$ cat config.mk
export PLATFORM = sky130hd
export DESIGN_NAME = vector_sync_filter
export DESIGN_NICKNAME = d
export VERILOG_FILES = /design/src/rtl/vector_sync_pkg.sv /design/src/rtl/vector_sync_chain.sv /design/src/rtl/vector_sync_filter.sv
export SDC_FILE = /design/constraint.sdc
export NUM_CORES = 1
export LEC_CHECK = 0
export CAP_MARGIN = 20
export CORE_MARGIN = 2
export CORE_UTILIZATION = 55
export CTS_CLUSTER_DIAMETER = 80
export DETAILED_ROUTE_END_ITERATION = 7
export GPL_TIMING_DRIVEN = 0
export PLACE_DENSITY = 0.8
export SYNTH_ARGS = -nofsm -noshare
export SYNTH_HDL_FRONTEND = slang
export SYNTH_HIERARCHICAL = 1
export SYNTH_SLANG_ARGS = --single-unit
$ cat constraint.sdc
create_clock -name CLK -period 2.9 [get_ports CLK]
set_input_delay 0.87 -clock CLK [delete_from_list [all_inputs] [get_ports CLK]]
set_output_delay 0.87 -clock CLK [all_outputs]
set_load 0.1 [all_outputs]
$ cat src/rtl/vector_sync_pkg.sv
// rtl/vector_sync_pkg.sv - shared types and helpers for the vector synchronizer/filter
// Contents:
//   state_t    : filter FSM states (IDLE, SETTLE)
//   cnt_width(): bits needed for a stability counter running 0..n-1, never less than 1
package vector_sync_pkg;

  typedef enum logic [0:0] {
    IDLE   = 1'b0,
    SETTLE = 1'b1
  } state_t;

  function automatic int cnt_width(input int n);
    int w;
    w = $clog2(n);
    return (w < 1) ? 1 : w;
  endfunction

endpackage

$ cat src/rtl/vector_sync_chain.sv
// rtl/vector_sync_chain.sv - multi-flop synchronizer chain for a data vector
// Parameters: DATA_WIDTH, SYNC_STAGE (>= 2), RESET_VAL
// Ports:
//   CLK  : destination clock
//   RSTn : asynchronous active-low reset, loads RESET_VAL into every stage
//   D    : asynchronous input vector
//   Q    : output of the last stage (synchronized sample)
module vector_sync_chain #(
  parameter int                    DATA_WIDTH = 32,
  parameter int                    SYNC_STAGE = 2,
  parameter logic [DATA_WIDTH-1:0] RESET_VAL  = '0
) (
  input  logic                  CLK,
  input  logic                  RSTn,
  input  logic [DATA_WIDTH-1:0] D,
  output logic [DATA_WIDTH-1:0] Q
);

  if (SYNC_STAGE < 2) begin : g_bad_sync_stage
    $error("vector_sync_chain: SYNC_STAGE must be at least 2");
  end

  logic [DATA_WIDTH-1:0] stage [SYNC_STAGE];

  always_ff @(posedge CLK or negedge RSTn) begin
    if (!RSTn) begin
      for (int i = 0; i < SYNC_STAGE; i++) begin
        stage[i] <= RESET_VAL;
      end
    end else begin
      stage[0] <= D;
      for (int i = 1; i < SYNC_STAGE; i++) begin
        stage[i] <= stage[i-1];
      end
    end
  end

  assign Q = stage[SYNC_STAGE-1];

endmodule

$ cat src/rtl/vector_sync_filter.sv
// rtl/vector_sync_filter.sv - synchronizes an async vector and commits it only after it is stable
// Optional feature macro: VECTOR_SYNC_EDGE_EN (adds RISE/FALL per-bit edge outputs)
// Parameters: DATA_WIDTH, SYNC_STAGE (>= 2), STABLE_CYCLES (>= 1), RESET_VAL
// Ports:
//   CLK    : destination clock
//   RSTn   : asynchronous active-low reset
//   D      : asynchronous input vector
//   FREEZE : holds off committing a new value while high
//   Q      : filtered, synchronized vector
//   CHG    : one-cycle pulse, high in the cycle Q shows a newly committed value
//   BUSY   : registered copy of "FSM is in SETTLE"
//   RISE   : (VECTOR_SYNC_EDGE_EN) bits that went 0->1 at the commit, else 0
//   FALL   : (VECTOR_SYNC_EDGE_EN) bits that went 1->0 at the commit, else 0
module vector_sync_filter
  import vector_sync_pkg::*;
#(
  parameter int                    DATA_WIDTH    = 32,
  parameter int                    SYNC_STAGE    = 2,
  parameter int                    STABLE_CYCLES = 4,
  parameter logic [DATA_WIDTH-1:0] RESET_VAL     = '0
) (
  input  logic                  CLK,
  input  logic                  RSTn,
  input  logic [DATA_WIDTH-1:0] D,
  input  logic                  FREEZE,
  output logic [DATA_WIDTH-1:0] Q,
  output logic                  CHG,
`ifdef VECTOR_SYNC_EDGE_EN
  output logic [DATA_WIDTH-1:0] RISE,
  output logic [DATA_WIDTH-1:0] FALL,
`endif
  output logic                  BUSY
);

  if (STABLE_CYCLES < 1) begin : g_bad_stable_cycles
    $error("vector_sync_filter: STABLE_CYCLES must be at least 1");
  end

  localparam int              CW      = cnt_width(STABLE_CYCLES);
  localparam logic [CW-1:0]   CNT_MAX = CW'(STABLE_CYCLES - 1);

  logic [DATA_WIDTH-1:0] s;

  vector_sync_chain #(
    .DATA_WIDTH (DATA_WIDTH),
    .SYNC_STAGE (SYNC_STAGE),
    .RESET_VAL  (RESET_VAL)
  ) u_chain (
    .CLK  (CLK),
    .RSTn (RSTn),
    .D    (D),
    .Q    (s)
  );

  state_t                state, state_n;
  logic [DATA_WIDTH-1:0] cand, cand_n;
  logic [CW-1:0]         cnt, cnt_n;
  logic [DATA_WIDTH-1:0] q_n;
  logic                  chg_n;
`ifdef VECTOR_SYNC_EDGE_EN
  logic [DATA_WIDTH-1:0] rise_n, fall_n;
`endif

  always_ff @(posedge CLK or negedge RSTn) begin
    if (!RSTn) begin
      state <= IDLE;
      cand  <= RESET_VAL;
      cnt   <= '0;
      Q     <= RESET_VAL;
      CHG   <= 1'b0;
      BUSY  <= 1'b0;
`ifdef VECTOR_SYNC_EDGE_EN
      RISE  <= '0;
      FALL  <= '0;
`endif
    end else begin
      state <= state_n;
      cand  <= cand_n;
      cnt   <= cnt_n;
      Q     <= q_n;
      CHG   <= chg_n;
      // BUSY lags the state by one cycle: it reflects where the FSM was, not where it is going.
      BUSY  <= (state == SETTLE);
`ifdef VECTOR_SYNC_EDGE_EN
      RISE  <= rise_n;
      FALL  <= fall_n;
`endif
    end
  end

  always_comb begin
    state_n = state;
    cand_n  = cand;
    cnt_n   = cnt;
    q_n     = Q;
    chg_n   = 1'b0;
`ifdef VECTOR_SYNC_EDGE_EN
    rise_n  = '0;
    fall_n  = '0;
`endif
    case (state)
      IDLE: begin
        cnt_n = '0;
        if (s != Q) begin
          cand_n  = s;
          state_n = SETTLE;
        end
      end
      SETTLE: begin
        if (s == Q) begin
          // Input fell back to the committed value: treat the excursion as a glitch.
          state_n = IDLE;
          cnt_n   = '0;
          cand_n  = Q;
        end else if (s != cand) begin
          cand_n = s;
          cnt_n  = '0;
        end else if (cnt != CNT_MAX) begin
          cnt_n = cnt + 1'b1;
        end else if (!FREEZE) begin
          q_n     = cand;
          chg_n   = 1'b1;
          state_n = IDLE;
          cnt_n   = '0;
`ifdef VECTOR_SYNC_EDGE_EN
          rise_n  = cand & ~Q;
          fall_n  = ~cand & Q;
`endif
        end
        // FREEZE high at the commit point: CNT stays saturated and we keep waiting.
      end
      default: begin
        state_n = IDLE;
        cnt_n   = '0;
      end
    endcase
  end

endmodule

## Word-level counts from Yosys, hierarchy flattened

Index checks and enable logic that the tools add are counted.

- Equality and inequality tests: 7
- Add/subtract/negate cells: 1
- Mux-type cells: 20
- Reduce and logical (&&, ||, !) cells: 2
- Bitwise logic cells: 5

Operators by type and width:

| kind | number |
|---|---|
| 32-bit 2-to-1 mux | 3 |
| 32-bit != test | 2 |
| 32-bit case mux with 2 select lines | 1 |
| 32-bit equality test | 1 |
| 1-bit 2-to-1 mux | 10 |
| 2-bit 2-to-1 mux | 4 |
| 5-bit by 2-bit != test with 1-bit output, second input constant | 1 |
| 1-bit NOT | 5 |
| 5-bit AND reduction | 1 |
| 2-bit != test, second input constant | 2 |
| 2-bit case mux with 2 select lines | 1 |
| 3-bit by 1-bit != test with 1-bit output, second input constant | 1 |
| 2-bit by 1-bit adder with 2-bit output, second input constant | 1 |
| 1-bit case mux with 2 select lines | 1 |
| 2-bit AND reduction | 1 |

- Register bits after elaboration: 133

## Logic depth before layout (Yosys ltp)

- Word-level depth: 5
- Depth in mapped cells: 8

## Cells and area by module

The synthesis kept the hierarchy.

Modules (own cells, without submodules):

| module | area an instance (sq um) | times used | sequential area each (sq um) | cells an instance |
|---|---|---|---|---|
| vector_sync_filter | 3505.9 | 1 | 1726.7 | 255 |
| vector_sync_chain | 1841.8 | 1 | 1601.5 | 96 |

## Least setup slack after synthesis

Ideal clock, no wire load.

- Kind: reg2reg
- Start point: register Q[13] (netlist name)
- End point: register cand[0]
- Required time: 2.775 ns
- Arrival: 2.421 ns
- Slack: 0.353 ns
- Cell stages (with the launch flop): 8
- Path buffers: 1
- Setup time: 0.125 ns
- Path through: dfrtp_1 -> xnor2_1 -> nand4_1 -> nor4_1 -> nand2_1 -> mux2i_4 -> buf_6 -> mux2_4

RTL lines:

| item | line | RTL |
|---|---|---|
| to (signal assigned) | vector_sync_filter.sv:78 | `cand <= cand_n;` |
| to (decl) | vector_sync_filter.sv:56 | `logic [DATA_WIDTH-1:0] cand, cand_n;` |

## Final worst setup path

- Start point: register CHG
- End point: output port CHG

RTL lines:

| item | line | RTL |
|---|---|---|
| from (decl) | vector_sync_filter.sv:27 | `output logic CHG,` |
| from (signal assigned) | vector_sync_filter.sv:81 | `CHG <= chg_n;` |

No word-level cell between the ends.

==> results.py <==
metrics = {
    "timing": {
        "report.final.hold_viol_count": 0,
        "drv_slew": 0,
        "finalSetupViolCount": 0,
        "tightestPinTransition_ns": 1.00,
        "period_needed_ns": 2.83,
        "grt_setup_unrepaired": "no",
        "worst_clock_skew_ns": 0.00928,
        "finalCritPeriodShare_pct": 97.6,
        "fmax_mhz": 353,
        "relSlewSlack_pct": 33.4,
    },
    "final_layout": {
        "drive_gt1_share_pct": 30.5,
        "design_area_um2": 6770,
        "stdcell_count": 581,
        "nets": 475,
        "diodes": 0,
        "area_delta_synth_final_pct": 26.6,
    },
    "synthesis": {
        "syn_area_per_cell_um2": 15.2,
        "ys_ff_latch": 133,
        "syn_nets": 387,
        "syn_inst": 351,
        "netlist_area_um2": 5350,
        "yosys_warnings": 6,
        "synth_cell_types": 28,
        "ys_seq_area_share_pct": 62.2,
    },
    "clock_network": {
        "clock_latency_ns": 0.52,
        "cts_buffers": 17,
        "cts_tree": "done",
        "post_cts_resized": 32,
        "hold_buffers": 0,
        "cts_sinks": 133,
        "post_cts_buffers": 0,
        "htreeDepth": 4,
        "cts_max_path_buffers": 2,
        "clk_pin_slew_ns": 0.06,
        "cts-root-buf": "clkbuf_8",
    },
    "global_routing": {
        "antenna_found_initial": 0,
        "globalRoute.totalOverflow": 0,
        "grt_pass1_wl_um": 16500,
        "grt_max_degree": 84,
        "grt_pass1_vias": 3227,
        "grt_usage_pct": 21.4,
    },
    "worst_setup_path": {
        "critPathRequiredTime_ns": 2.03,
        "crit_chain": "clkdlybuf4s50_1",
        "crit_buf_inv": 1,
        "critPathMaxStageDelay_ns": 1.12,
        "path_max_fanout": 1,
        "crit_family": "buffers and inverters",
        "startpoint_type": "flop",
        "worstSetupEndpointType": "output port",
        "crit_path_top_delay_cell": "clkdlybuf4s50_1",
        "path_class": "reg2out",
        "cp.arrival_ns": 1.96,
    },
    "detailed_routing": {
        "first_iter_violations": 70,
        "routed_wl_um": 10000,
        "viasPerCell": 5.00,
        "post_drt_wl_per_cell_um": 17.2,
        "remaining_drc_errors": 0,
        "drtPass1Iterations": 4,
        "ant_nets": 0,
        "vias": 2906,
    },
    "run": {
        "maxCapViolations": 0,
    },
    "floorplanning": {
        "floorplan.rows": 35,
        "ios": 69,
        "die_w_um": 103,
        "dieHeight_um": 103,
        "core-area_um2": 9330,
        "start_util_pct": 57.3,
        "fp.dieArea_um2": 10500,
    },
    "pwr": {
        "p_leak_nw": 3.16,
        "irDropWorstVdd_v": 0.000552,
        "powerDensity_nw_per_um2": 639,
        "p_total_mw": 4.33,
    },
    "worst_hold_path": {
        "holdCritPathClass": "in2async",
    },
    "placement": {
        "place_area_um2": 6220,
        "gp_congestion": 0.822,
        "hpwl_um": 6820,
        "io_buffer_count": 68,
        "place_inst": 549,
    },
    "status": {
        "run_status": "finished, final reports clean",
    },
}
==> layer usage <==
metal	vias to the layer above	part of all wire [%]	global-route usage, %
met1	1491	43	27.7
met2	58	52	35.2
met3	7	3.4	6.71
li1	1350	-	-
met5	-	0	0
met4	0	0.86	5.95
==> cells by family (layout without fill, tap and decap cells) <==
logic type	count (synthesis)	count (layout)	share of synthesized area (%)
buffers and inverters	39	140	5.47
AOI/OAI and AO/OA	4	4	0.468
adders and majority gates	1	1	0.234
xor gates and xnor gates	64	64	10.5
and+or+nand+nor	45	45	5.10
muxes	65	65	16.0
DFF	133	133	62.2
==> placed cells by master (no fill, tap or decap), types with 2 or more instances in the layout <==
cell             synthesis  layout
xnor2_1                 37      37
buf_4                   32      32
clkinv_4                 0       4
clkbuf_8                 0       2
clkinv_2                 0       3
dfrtp_1                133     133
clkbuf_16                0      16
clkbuf_1                 0       2
nor4_1                  11      11
nor3_1                   3       3
nand3_1                  5       5
dlygate4sd2_1            0      32
xor2_1                  27      27
nor2b_1                  2       2
nand2_1                  6       6
mux2_2                  34      34
nand4_1                 11      11
bufinv_16                0       3
buf_6                    3       4
clkdlybuf4s50_1          0      35
buf_2                    3       3
mux2_4                  30      30
clkinvlp_4               0       2
==> worst paths after layout <==
path / end / slack, ns / start / cells after the start
hold reg to reg: u_chain/Q[3]$_DFF_PN0_ / 0.35 / u_chain/stage[35]$_DFF_PN0_ / 0
setup reg to reg: cand[31]$_DFFE_PN0P_ / 0.15 / u_chain/Q[10]$_DFF_PN0_ / 8
setup / recovery: CHG / 0.07 / CHG$_DFF_PN0_ / 1
hold / removal: u_chain/stage[48]$_DFF_PN0_ / 0.29 / RSTn / 1
min in group CLK: u_chain/Q[3]$_DFF_PN0_ / 0.35 / u_chain/stage[35]$_DFF_PN0_ / 0
max in group asynchronous: u_chain/Q[31]$_DFF_PN0_ / 1.85 / RSTn / 2
==> cell type report <==
cell class / count / area, um^2
inverters: 1 / 3.75
clock buffers: 20 / 435
repair buffers: 69 / 669
multi-input cells: 179 / 1730
well taps: 129 / 161
plain buffers: 38 / 289
flip-flops and latches: 133 / 3330
clock inverters: 12 / 155
fillers: 636 / 2560
==> through the flow <==
step,hold WS (ns),util (%),TNS [ns],worst slack [ns]
after CTS,0.297,72.6,0,0.0544
after detailed placement,0.335,66.7,0,0.206
after floorplan,0.331,-,0,0.353
final,0.287,72.6,0,0.0708
after global routing,0.306,72.6,0,0.00999
after global placement,0.331,66.4,-531.27,-4.00
==> synth_stat cells <==
master      n  area (um^2)
o21ai_0     1         5.00
buf_4      32          240
nand2_1     6         22.5
xor2_1     27          236
ha_1        1         12.5
buf_2       3         15.0
mux2_2     34          383
nor3_1      3         15.0
nand2b_1    1         6.26
mux2i_4     1         22.5
nor4_1     11         68.8
nor4_2      1         12.5
a21boi_0    1         7.51
nor3b_1     1         7.51
and3b_2     1         10.0
nand4_1    11         68.8
inv_1       1         3.75
a21oi_1     1         5.00
dfrtp_1   133         3330
nor4b_1     1         8.76
mux2_4     30          450
xnor2_1    37          324
nor2_1      1         3.75
a211oi_1    1         7.51
nand3_1     5         25.0
or4_4       1         11.3
nor2b_1     2         12.5
buf_6       3         33.8
==> power breakdown <==
group	switching (mW)	internal, mW	total, mW
registers	0.0363	1.92	1.96
clock network	0.772	1.33	2.10
logic	0.122	0.142	0.264
total	0.930	3.40	4.33
==> state kept, by name, summed over array words and instances (netlist names) <==
name and count:
BUSY 1, CHG 1, Q 32, cand 32
cnt 2, state 1, u_chain/Q 32, u_chain/stage 32
(Power assumes the default switching activity.)
==> patch 1: new RTL, same settings <==
`DATA_WIDTH` is set to 32 in 2 places; all go to 64.
--- a/src/rtl/vector_sync_chain.sv
+++ b/src/rtl/vector_sync_chain.sv
@@ -8,3 +8,3 @@
 module vector_sync_chain #(
-  parameter int                    DATA_WIDTH = 32,
+  parameter int                    DATA_WIDTH = 64,
   parameter int                    SYNC_STAGE = 2,
--- a/src/rtl/vector_sync_filter.sv
+++ b/src/rtl/vector_sync_filter.sv
@@ -16,3 +16,3 @@
 #(
-  parameter int                    DATA_WIDTH    = 32,
+  parameter int                    DATA_WIDTH    = 64,
   parameter int                    SYNC_STAGE    = 2,
Interface: changed (resized D and Q); port bits go from 69 to 133. The function was not compared with the original's and may differ.
==> patch 1 against the original RTL <==
Synthesized cell count increased by 86%. Total power rose by 80%. Setup slack better by 0.058 ns. Cell area grew 93%. Sequential cell count rose by 128. Combinational power up 88%. Largest power group is now sequential cells. Routed wire length rose by 120%. Area after synthesis rose by 97%. Count of clock-buffer cells in the layout is 19 higher. Register-to-register slack got worse by 0.02 ns.
==> patch 1: results (changes against the original RTL) <==
Parameter                              Value

Synthesis
  Syn Area/Cell    16.1 um2 (+5.6%)
  Multiplexer share of the synthesized area    0.170 (+0.0102)
  Arithmetic-cell share of the synthesized area counting full adders, half adders and majority gates    0.00119 (-0.00115)
  Compound-cell area share of the yosys netlist    0.000714 (-0.00397)
  Cells taking the most area after synthesis    dfrtp_1 62%, mux2_4 13%, xor2_1 5.7%
  Synth unique cells    23 (-18%)
  Yosys warning total    6 (unchanged)
  Parity-gate share of the synthesized area counting xor and xnor cells    0.107 (+0.00185)
  Seq/Total Area, Yosys    0.621 (-0.000939)

Timing
  Max Clock Skew    0.0153 ns (+0.00601 ns)

Cells and area
  Non-clock buffers    217 (+100%)
  FF/Latch Area    6530 um2 (+96%)
  Non-clock buffer share of cell area    0.155 (+0.0135)
  Filler Cell Count    1,222 (+92%)
  Number of clock buffer instances in the layout    39 (+95%)
  Inverter count of the layout excluding clock inverters    0 (-1)
  Fraction of final layout cells sized beyond drive strength 1    0.308 (+0.00220)
  Clk cell area share    0.0673 (-0.0199)
  Multi-input logic area    3320 um2 (+92%)
  Multi-input combinational gate total    315 (+76%)

Drt
  Met3 layer wire length in the routed design    1.32 mm (+290%)
  Amount of wire on met2 after detailed routing    10.5 mm (+100%)
  Per-cell via count in the routed design    5.12 (+2.4%)
  Vias after detailed routing    5,495 (+89%)
  1st-iter DRT viols    268 (+280%)
  WL/cell    20.3 um (+18%)
  Highest metal layer with signal wires    met4

Clock tree
  CTS Root Cell    clkbuf_16
  Number of buffers inserted by post-CTS setup repair    6 (+6)
  H-tree levels    1 (-3)
  Cells resized by post-CTS repair    68 (+110%)
  CTS buffer count    27 (+10)

Placement
  Total of buffers placed on input and output ports    132 (+94%)
  Cells after DPL    1,021 (+86%)
  Worst setup slack after placement    -0.252 ns (-0.458 ns)
  Weighted congestion at the end of routability-driven global placement    0.841 (+2.4%)
  Placed cell area    12,200 um2 (+96%)

Outcome
  Outcome    completed

Floorplan
  Die boundary width    142 um (+39%)

Power
  Largest voltage drop on the vdd net    0.000513 V (-6.9%)
  Leakage component of the power    6.30 nW (+99%)

Global route
  Via count of the first global-routing pass    6,065 (+88%)
  Maximum number of pins on one net before global-route repair    126 (+50%)
  Total global-route track usage    0.226 (+0.0120)

Setup path
  Endpoint arrival time on the critical path    3.18 ns (+1.22 ns)
==> patch 1: cell count changes after synthesis, sizes merged, moves of 5 or more <==
| cell | change |
|---|---|
| dfrtp | +128 |
| mux2 | +64 |
| xor2 | +41 |
| buf | +39 |
| xnor2 | +23 |
| nor4 | +9 |
| nand4 | +7 |
| nand2 | -5 |
==> patch 1: power by group through the flow <==
| stage | sequential (W) | clock [W] | combinational, W |
|---|---|---|---|
| final | 0.00386 | 0.00344 | 0.000497 |
| after global routing | 0.00387 | 0.00367 | 0.000541 |
| after CTS | 0.00386 | 0.00351 | 0.000503 |
| after detailed placement | 0.00392 | 0 | 0.000497 |
| after global placement | 0.00392 | 0 | 0.000473 |
| after floorplan | 0.00389 | 0 | 0.000270 |
==> patch 1: path summary, 6_finish.rpt <==
| check | start | cells past startpoint | slack, ns | to |
|---|---|---|---|---|
| hold reg to reg | u_chain/stage[83] | 0 | 0.34 | u_chain/Q[19] |
| min in group CLK | u_chain/stage[83] | 0 | 0.34 | u_chain/Q[19] |
| max in group asynchronous | RSTn | 2 | 1.68 | u_chain/stage[111] |
| setup / recovery | u_chain/Q[32] | 9 | 0.13 | Q[51] |
| hold / removal | RSTn | 1 | 0.27 | u_chain/Q[19] |
| setup reg to reg | u_chain/Q[32] | 9 | 0.13 | Q[51] |
==> patch 1: layer usage <==
| layer | vias up | global-route usage |
|---|---|---|
| met5 | - | 0 |
| met2 | 146 | 0.370 |
| li1 | 2484 | - |
| met4 | 0 | 0.0658 |
| met1 | 2823 | 0.307 |
| met3 | 42 | 0.0495 |
==> patch 1: critical path, stage by stage (launching register included) <==
cell and delay [ns]:
dfrtp_1 0.36, buf_4 0.14, xnor2_1 0.36, nand3_1 0.12, nor3_1 0.41, nand3_1 0.25, nor4_4 0.25, buf_4 0.20
buf_6 0.19, mux2_2 0.35
==> patch 2: new RTL, config.mk and constraints unchanged <==
Made on the original files. Register the output `CHG` once more, without a reset; this adds one clock of latency there. The other outputs are not delayed to match. Comments in the files are not updated.
--- a/src/rtl/vector_sync_filter.sv
+++ b/src/rtl/vector_sync_filter.sv
@@ -33,2 +33,4 @@
 );
+
+  logic CHG_s0;
 
@@ -69,3 +71,3 @@
       Q     <= RESET_VAL;
-      CHG   <= 1'b0;
+      CHG_s0 <= 1'b0;
       BUSY  <= 1'b0;
@@ -80,3 +82,3 @@
       Q     <= q_n;
-      CHG   <= chg_n;
+      CHG_s0 <= chg_n;
       // BUSY lags the state by one cycle: it reflects where the FSM was, not where it is going.
@@ -138,2 +140,6 @@
 
+  always_ff @(posedge CLK) begin
+    CHG <= CHG_s0;
+  end
+
 endmodule
Behaviour: same outputs for any inputs over 4 cycles, from zero or initial values and one cycle with RSTn low; that may be too few to reach the edited logic, so the function may still have changed.
==> patch 2 against the original RTL <==
Sequential cell count grew 1. Area after synthesis grew 0.37%. Die area grew 0.36%. Cell area grew 0.44%. Highest routed layer unchanged. Critical path type unchanged. Total power grew 1.4%. Largest power group unchanged. Routed wire length grew 0.56%. Sequential share of layout area grew 0.077 points. Register-to-register slack gained 0.05 ns. Count of clock-buffer cells in the layout shrank 3. Setup slack gained 0.0016 ns.
==> patch 2: results (changes against the original RTL) <==
Parameter                              Value

Clock tree
  Max Buffers Root-to-Sink    2 (unchanged)
  Clock Latency Late Sink    around 0.53 ns

Synthesis
  Async set-reset flop share out of synthesis    0.993 (-0.00746)
  Synth unique cells    29 (+3.6%)
  Cells taking the most area after synthesis    dfrtp_1 62%, mux2_4 8.4%, mux2_2 7.1%
  Seq/Total Area, Yosys    0.624 (+0.00141)
  Nets in the synthesized netlist    388 (+0.26%)
  Syn Area/Cell    15.2 um2 (about the same)

Global route
  Maximum number of pins on one net before global-route repair    80 (-4.8%)
  Total global-route track usage    0.214 (about the same)
  Global-route met2 utilization    0.340 (-0.0116)
  Met3 layer usage reported by global route    0.0637 (-0.00339)
  First-pass GRT wire length    16.3 mm (-1.0%)
  Via count of the first global-routing pass    3,265 (+1.2%)
  Met1 track utilization from global routing    0.274 (-0.00360)

Cells and area
  Fraction of final layout cells sized beyond drive strength 1    0.309 (+0.00374)
  Final non-filler cell total    586 (+0.86%)
  Number of nets in the final layout    476 (+0.21%)

Placement
  Placed cell area    6240 um2 (+0.40%)
  Weighted congestion at the end of routability-driven global placement    0.824 (+0.35%)
  Dpl hpwl    6.71 mm (-1.7%)
  Worst setup slack after placement    0.200 ns (-0.00626 ns)
  Cells after DPL    554 (+0.91%)

Timing
  Max Clock Skew    0.00861 ns (-0.000668 ns)
  Relative slew slack    0.331 (-0.00246)

Setup path
  R2r worst-path depth    8 (unchanged)
  Largest stage delay on the critical path    1.12 ns (about the same)

Power
  Largest voltage drop on the vdd net    0.000597 V (+8.1%)
  Leakage component of the power    3.17 nW (+0.37%)

Outcome
  Outcome    completed

Drt
  DRT Pass-1 Iters    4 (unchanged)
  WL/cell    17.2 um (-0.30%)
  1st-iter DRT viols    139 (+99%)
  Vias after detailed routing    2,975 (+2.4%)
patch 2: cell types whose count changed in the layout (fill, tap and decap cells not counted), moves of 2 or more:
cell,unedited run,this run
clkbuf_1,2,0
clkinv_4,4,1
clkinv_2,3,0
inv_8,0,4
inv_6,0,6
patch 2: layout make-up:
class,count,area (um2)
plain buffers,38,289
well taps,133,166
clock inverters,15,181
flip-flops and latches,134,3350
inverters,1,3.75
multi-input cells,179,1730
clock buffers,17,414
repair buffers,69,669
fillers,684,2840
patch 2: repair_timing:
action / in CTS / in global routing
resized for setup: 32 / 0
hold endpoints to repair: 0 / 0
setup endpoints to repair: 32 / 0
buffers inserted: 0 / 0
patch 2: where the power goes:
group,switching [W],leakage (nW),internal (W)
Sequential,0.0000355,1.63,0.00194
Combinational,0.000122,1.25,0.000142
Clock,0.000890,0.288,0.00126
patch 2: worst paths after layout:
path,to,slack [ns],from
worst min register to register,CHG,0.34,CHG_s0
worst min-delay path,Q[26],0.29,RSTn
worst max-delay path,BUSY,0.07,BUSY
max in group asynchronous,u_chain/stage[39],1.87,RSTn
min in group CLK,CHG,0.34,CHG_s0
worst max register to register,cand[4],0.20,u_chain/Q[30]
patch 2: metal layers:
| layer | routed length [um] | part of all wire |
|---|---|---|
| met5 | 0 | 0 |
| met1 | 4340 | 0.43 |
| met2 | 5000 | 0.50 |
| met3 | 465 | 0.046 |
| met4 | 264 | 0.026 |
patch 2: cell families after synthesis:
| family | share of synthesized area |
|---|---|
| and+or+nand+nor | 0.0508 |
| adders and majority gates | 0.00233 |
| muxes | 0.159 |
| buffers and inverters | 0.0545 |
| AOI/OAI and AO/OA | 0.00466 |
| xor gates and xnor gates | 0.104 |
| DFF | 0.624 |
